===== src/rtl/mac_sequencer.sv =====
// mac_sequencer: sequences one MAC through an N-pair dot product, compensating operand
// buffer read latency and presenting the result with a valid/ready handshake.
// Optional feature: define MAC_SEQ_PERF_CNT_EN to enable the busy_cycles counter.
module mac_sequencer #(
    parameter int ADDR_WIDTH  = 10,
    parameter int CNT_WIDTH   = 10,
    parameter int MEM_LATENCY = 1
) (
    input  logic                  clk,
    input  logic                  arst_n_in,
    input  logic                  start,
    output logic                  ready,
    input  logic [CNT_WIDTH-1:0]  len_in,
    input  logic [ADDR_WIDTH-1:0] base_a_in,
    input  logic [ADDR_WIDTH-1:0] base_b_in,
    input  logic                  abort,
    output logic                  rd_en,
    output logic [ADDR_WIDTH-1:0] rd_addr_a,
    output logic [ADDR_WIDTH-1:0] rd_addr_b,
    output logic                  mac_input_valid,
    output logic                  mac_accumulate_internal,
    output logic                  out_valid,
    input  logic                  out_ready,
    output logic [31:0]           busy_cycles
);
    localparam int DW = 3;

    typedef enum logic [1:0] {IDLE, RUN, DRAIN, OUTPUT} state_t;

    state_t                  state_q, state_d;
    logic [CNT_WIDTH-1:0]    len_q, len_d;
    logic [CNT_WIDTH-1:0]    idx_q, idx_d;
    logic [ADDR_WIDTH-1:0]   base_a_q, base_a_d;
    logic [ADDR_WIDTH-1:0]   base_b_q, base_b_d;
    logic [DW-1:0]           drain_q, drain_d;
    logic [MEM_LATENCY-1:0]  vld_q, vld_d;
    logic [MEM_LATENCY-1:0]  fst_q, fst_d;
    logic                    first;

    assign ready                   = state_q == IDLE;
    assign rd_en                   = state_q == RUN;
    assign out_valid               = state_q == OUTPUT;
    assign first                   = rd_en && idx_q == '0;
    assign rd_addr_a               = base_a_q + ADDR_WIDTH'(idx_q);
    assign rd_addr_b               = base_b_q + ADDR_WIDTH'(idx_q);
    assign mac_input_valid         = vld_q[MEM_LATENCY-1];
    assign mac_accumulate_internal = vld_q[MEM_LATENCY-1] & ~fst_q[MEM_LATENCY-1];

    // Next-state logic: job acceptance, index stepping, drain timing and handshake.
    always_comb begin
        state_d  = state_q;
        len_d    = len_q;
        idx_d    = idx_q;
        base_a_d = base_a_q;
        base_b_d = base_b_q;
        drain_d  = drain_q;
        if (abort) begin
            state_d = IDLE;
        end else begin
            case (state_q)
                IDLE: if (start) begin
                    state_d  = RUN;
                    len_d    = len_in;
                    base_a_d = base_a_in;
                    base_b_d = base_b_in;
                    idx_d    = '0;
                end
                RUN: begin
                    idx_d = idx_q + CNT_WIDTH'(1);
                    if (idx_q == len_q) begin
                        state_d = DRAIN;
                        drain_d = '0;
                    end
                end
                DRAIN: begin
                    drain_d = drain_q + DW'(1);
                    if (drain_q == DW'(MEM_LATENCY - 1)) state_d = OUTPUT;
                end
                OUTPUT: if (out_ready) state_d = IDLE;
                default: state_d = IDLE;
            endcase
        end
    end

    // Issue pipeline tracking read latency; abort flushes any in-flight reads.
    always_comb begin
        vld_d = abort ? '0 : (vld_q << 1) | MEM_LATENCY'(rd_en);
        fst_d = abort ? '0 : (fst_q << 1) | MEM_LATENCY'(first);
    end

    // Control and pipeline registers.
    always_ff @(posedge clk or negedge arst_n_in) begin
        if (!arst_n_in) begin
            state_q  <= IDLE;
            len_q    <= '0;
            idx_q    <= '0;
            base_a_q <= '0;
            base_b_q <= '0;
            drain_q  <= '0;
            vld_q    <= '0;
            fst_q    <= '0;
        end else begin
            state_q  <= state_d;
            len_q    <= len_d;
            idx_q    <= idx_d;
            base_a_q <= base_a_d;
            base_b_q <= base_b_d;
            drain_q  <= drain_d;
            vld_q    <= vld_d;
            fst_q    <= fst_d;
        end
    end

`ifdef MAC_SEQ_PERF_CNT_EN
    logic [31:0] busy_q;

    // Saturating count of non-idle cycles, cleared only by reset.
    always_ff @(posedge clk or negedge arst_n_in) begin
        if (!arst_n_in) begin
            busy_q <= '0;
        end else if (state_q != IDLE && busy_q != '1) begin
            busy_q <= busy_q + 32'd1;
        end
    end

    assign busy_cycles = busy_q;
`else
    assign busy_cycles = '0;
`endif

endmodule


===== config.mk =====
export PLATFORM = sky130hd
export DESIGN_NAME = mac_sequencer
export DESIGN_NICKNAME = d
export VERILOG_FILES = /design/src/rtl/mac_sequencer.sv
export SDC_FILE = /design/constraint.sdc
export NUM_CORES = 1
export LEC_CHECK = 0
export CAP_MARGIN = 10
export CORE_MARGIN = 1
export CORE_UTILIZATION = 53
export CTS_CLUSTER_DIAMETER = 100
export DETAILED_ROUTE_END_ITERATION = 10
export HOLD_SLACK_MARGIN = 0.03
export MAX_ROUTING_LAYER = met4
export PLACE_DENSITY_LB_ADDON = 0.2
export RECOVER_POWER = 100
export SYNTH_ARGS = -nofsm -noshare
export SYNTH_HDL_FRONTEND = slang
export SYNTH_SLANG_ARGS = --single-unit

===== constraint.sdc =====
create_clock -name clk -period 3.8 [get_ports clk]
set_clock_uncertainty 0.05 [all_clocks]
set_input_delay 0.38 -clock clk [delete_from_list [all_inputs] [get_ports clk]]
set_output_delay 0.38 -clock clk [all_outputs]
set_load 0.02 [all_outputs]

Yosys cells after proc, flatten, opt, wreduce, memory -nomap -nowiden
Cells that the tools add are included.
- bits in latches: 0
- word-level logic and storage cells: 47
- flip-flop bits (word level): 47
- memory bits (writable): 0
- memories kept: 0
- memory bits (read-only): 0
- equality and inequality tests: 10
- shift-type cells: 0
- $add $sub $neg: 4
- $lt $le $gt $ge: 0
- reduce and logical (&&, ||, !) cells: 10
- multiply operators: 0
- div/mod/pow operators: 0
- muxes and demuxes: 12
- bitwise operators: 3
- operators with widths (operator ; number):
    adder 10 bit ; 2
    one-hot mux 10 bit (2 select lines) ; 1
    adder 10 x 1 -> 10 bit, second input constant ; 1
    equality test 10 bit ; 1
    logical NOT 10 bit ; 1
    two-way mux 10 bit ; 1
    two-way mux 2 bit ; 5
    != test 3 x 2 -> 1 bit, second input constant ; 3
    AND reduction 3 bit ; 3
    one-hot mux 2 bit (4 select lines) ; 1
    one-hot mux 3 bit (2 select lines) ; 1
    equality test 2 bit, second input constant ; 2
    AND reduction 4 bit ; 1
    nonzero test 2 bit ; 2
    adder 3 x 1 -> 3 bit, second input constant ; 1
    logical NOT 3 bit ; 1
    two-way mux 3 bit ; 1
    != test 3 bit, second input constant ; 1
    equality test 2 x 1 -> 1 bit, second input constant ; 1
    logical NOT 2 bit ; 1
    two-way mux 1 bit ; 2
    != test 2 x 1 -> 1 bit, second input constant ; 1
    != test 2 bit, second input constant ; 1
    inverter 1 bit ; 2
    2 further kinds ; 2

Longest topological paths before layout
- depth in word-level cells: 4
- depth in mapped cells: 8
- mapped depth without buffers: 8

Worst setup path after synthesis
No wires, ideal clock.
- kind: flip-flop to output port
- start point: register idx_q[5]
- end point: output rd_addr_b[9]
- required time: 3.370 ns
- data arrival time: 2.131 ns
- cell stages (with the launch flop): 8
- buffers on the path: 1
- setup slack: 1.239 ns
- cell sequence: dfrtp_1 > ha_1 > clkbuf_1 > a21o_1 > a21oi_1 > o211ai_1 > and4_1 > nor3_1
- word-level cells in the longest chain between the ends: 1
- RTL lines (what ; RTL line ; RTL):
    start, declared ; 32 ; logic [CNT_WIDTH-1:0] idx_q, idx_d;
    start signal, assigned ; 105 ; idx_q <= idx_d;
    adder 10 bit ; 45 ; assign rd_addr_b = base_b_q + ADDR_WIDTH'(idx_q);
    end, declared ; 19 ; output logic [ADDR_WIDTH-1:0] rd_addr_b,
No other way between the ends.

Final worst setup path
- start point: register idx_q[0]
- end point: output rd_addr_b[8]
Same word-level chain as after synthesis.

==> impl_metrics.toml <==
[final_layout]
final_nets = 448
multi_input_area_um2 = 1850
area_growth_pct = 17.8
final_util_pct = 65.2
n_antenna_cell = 0
drive_gt1_share_pct = 9.09
seqCellArea_um2 = 1180
nFillCells = 525

[sta]
setup_ws_ps = 360
min_period_ps = 3440
fmax_ghz = 0.291
holdWs_ps = 454
rsz0062_at_grt = "no"
finalCritPeriodShare_pct = 90.5
hold_viol_final = 0
slew_headroom_pct = -66.7
worst_pin_slew_ps = 2500
drv_slew = 48
setup_tns_ps = 0
setup_viol = 0

[power]
power_density_nw_per_um2 = 761
clockPowerShare_pct = 10.4
vdd_drop_max_v = 0.000417
swShare_pct = 43.1
pwr-share-seq_pct = 29.1
pwr-share-comb_pct = 60.5
p_sw_uw = 1280
intPower_uw = 1690
p_leak_uw = 0.00181

[synthesis]
synth-compound-area-share_pct = 11.2
synth_edf_count = 0
async_reset_ff_share_pct = 100
yosys.cell_types.count = 48
synth_warnings = 0
synth-xor-area-share_pct = 7.89
synth-seq-cells = 47
synthAdderAreaFrac_pct = 11.0
yosys-mux-area-fraction_pct = 10.5
synth_top_family_by_area = "simple AND/OR/NAND/NOR gates"
synthSimpleGateAreaFrac_pct = 12.1
ys_seq_area_share_pct = 35.5
synth-main-ff-cell = "dfrtp_1"
netlist_instances = 325
synth_area_um2 = 3320
syn_avg_cell_area_um2 = 10.2

[worst_setup_path]
endpoint_kind = "output port"
crit_buf_inv = 2
cp.required_ps = 3370
path_delay_family = "buffers and inverters"
worstSetupPathType = "reg2out"
crit_arrival_ps = 3010
reg2reg_to = "state_q[0]"
r2r_start = "idx_q[9]"
r2r_slack_ps = 1540
ff2ff_path_depth = 5
startpoint_type = "register"
crit_slowest_cell = "dlygate4sd3_1"
cp_cell_sequence = "ha_1 > inv_1 > fa_1 > nor2b_1 > o21a_1 > o2111ai_1 > a211o_1 > o311ai_1 > dlygate4sd3_1"
cpPeakStageDelay_ps = 710
path_max_fanout = 6

[global_route]
grt_pass1_vias = 2422
grt_use_total_pct = 23.1
grt_pass1_wl_mm = 11.2
grt_max_degree = 48
grt_overflow = 0
antenna_found_initial = 0

[place]
dp_slack_ps = 760
dp_hpwl_mm = 5.13
portBuffers = 59
routabilityCongestion = 0.808

[route]
wl_per_cell_um = 14.7
drt-total-wl_mm = 6.77
drt-initial-drc-count = 70
routed_via_density = 5.41
final_antenna_net_count = 0
post-route-drc-count = 0
vias = 2489
drtPass1Iterations = 5

[die]
core_um2 = 5990
start_util_pct = 55.3
io-pin-count = 92
die_x_um = 81.1
die_h_um = 81.1
std_cell_rows = 28
die_area_um2 = 6580

[worst_hold_path]
hold_end = "base_a_q[6]"
hold_path.class = "reg2reg"
hold_depth = 1
hold_path_startpoint = "base_a_q[6]"

[cts]
clkTransAtPathRegs_ps = 90
cts-buffers-inserted = 5
cts-resized-gates = 0
post_cts_buffers = 0
clock_latency_ps = 300
max-clock-path-buffers = 2
tritoncts = "done"
hold_buffers = 0
htree_levels = 2
cts_sinks = 47
ctsRootBufferMaster = "clkbuf_8"

[job]
cap_violations = 1

[status]
outcome = "finished, violations left"
violations = "capacitance limit, slew limit"
## cells in the mapped netlist (6+ instances only)
cell type,n,area (um2)
xnor2_1,19,166
nor2_1,14,52.6
inv_1,27,101
nand3_1,9,45.0
nor3_1,9,45.0
xor2_1,9,78.8
o21ai_0,7,35.0
ha_1,26,325
a21oi_1,11,55.1
dfrtp_1,47,1180
mux2_2,25,282
nand2_1,8,30.0
nand4_1,6,37.5
buf_4,32,240
## routing by layer
layer / share of wire, % / track usage (%) / up-vias
met4: 1.9 / 8.57 / 0
li1: - / - / 1204
met1: 43 / 27.3 / 1194
met3: 4.5 / 4.61 / 14
met5: 0 / - / -
met2: 50 / 39.0 / 77
## how the worst max path moves through the flow
| stage | from | endpoint | slack (ps) | depth (start not counted) |
|---|---|---|---|---|
| 4_1_cts | idx_q[0] | rd_addr_b[8] | 400 | 9 |
| 5_1_grt | idx_q[5] | rd_addr_a[9] | 230 | 7 |
| 6_report | idx_q[0] | rd_addr_b[8] | 360 | 9 |
| 2_1_floorplan | idx_q[5] | rd_addr_b[9] | 1240 | 7 |
| 3_5_place_dp | idx_q[1] | rd_addr_b[8] | 760 | 8 |
| 3_3_place_gp | idx_q[0] | rd_addr_a[8] | 810 | 9 |
## worst reg2reg max path: stages, from the launching register on
cell and delay [ps]:
dfrtp_1 480, xnor2_1 280, nand4_1 220, o31ai_1 520, or4b_1 490, o211a_1 140
## state kept, by name, summed over array words and instances (netlist names)
| register | cells |
|---|---|
| fst_q | 1 |
| drain_q | 3 |
| len_q | 10 |
| state_q | 2 |
| base_a_q | 10 |
| idx_q | 10 |
| base_b_q | 10 |
| mac_input_valid | 1 |
## power by group through the flow
stage	combinational, uW	sequential (uW)	clock, uW
5_1_grt	1980	893	336
6_report	1800	864	310
2_1_floorplan	1300	821	0
4_1_cts	1920	868	320
3_3_place_gp	1860	869	0
3_5_place_dp	1910	877	0
## area by class of cell
cell class	instances	area share, %
clock inverters	1	0.128
flip-flops and latches	47	30.1
multi-input cells	243	47.5
clock buffers	6	2.11
repair buffers	61	15.2
well taps	75	2.40
inverters	27	2.60
## layout by cell type (no fill, tap or decap), types with 4 or more instances in the layout
| master | instances |
|---|---|
| dfrtp_1 | 47 |
| conb_1 | 32 |
| clkdlybuf4s50_1 | 32 |
| inv_1 | 27 |
| ha_1 | 26 |
| dlygate4sd3_1 | 26 |
| mux2_2 | 25 |
| xnor2_1 | 19 |
| nor2_1 | 14 |
| a21oi_1 | 11 |
| xor2_1 | 9 |
| nor3_1 | 9 |
| nand3_1 | 9 |
| nand2_1 | 8 |
| o21ai_0 | 7 |
| nand4_1 | 6 |
| clkbuf_8 | 6 |
| o211ai_1 | 5 |
| nor2b_1 | 5 |
| mux2_1 | 5 |
| a21o_1 | 4 |
| o21a_1 | 4 |
## through the flow
step / instance area [um2] / power (uW) / std cells
final: 3910 / 2970 / 460
after global routing: 3910 / 3210 / 460
after CTS: 3930 / 3110 / 460
after detailed placement: 3840 / 2780 / 453
after global placement: 3840 / 2730 / 453
after floorplan: 3430 / 2120 / 356
## cells by family after synthesis
kind of cell / after synthesis
buf+inv: 66
xor+xnor: 29
simple gates: 72
compound gates: 51
other cells: 1
fa+ha+maj: 28
flops: 47
mux: 31
(Power assumes the default switching activity.)
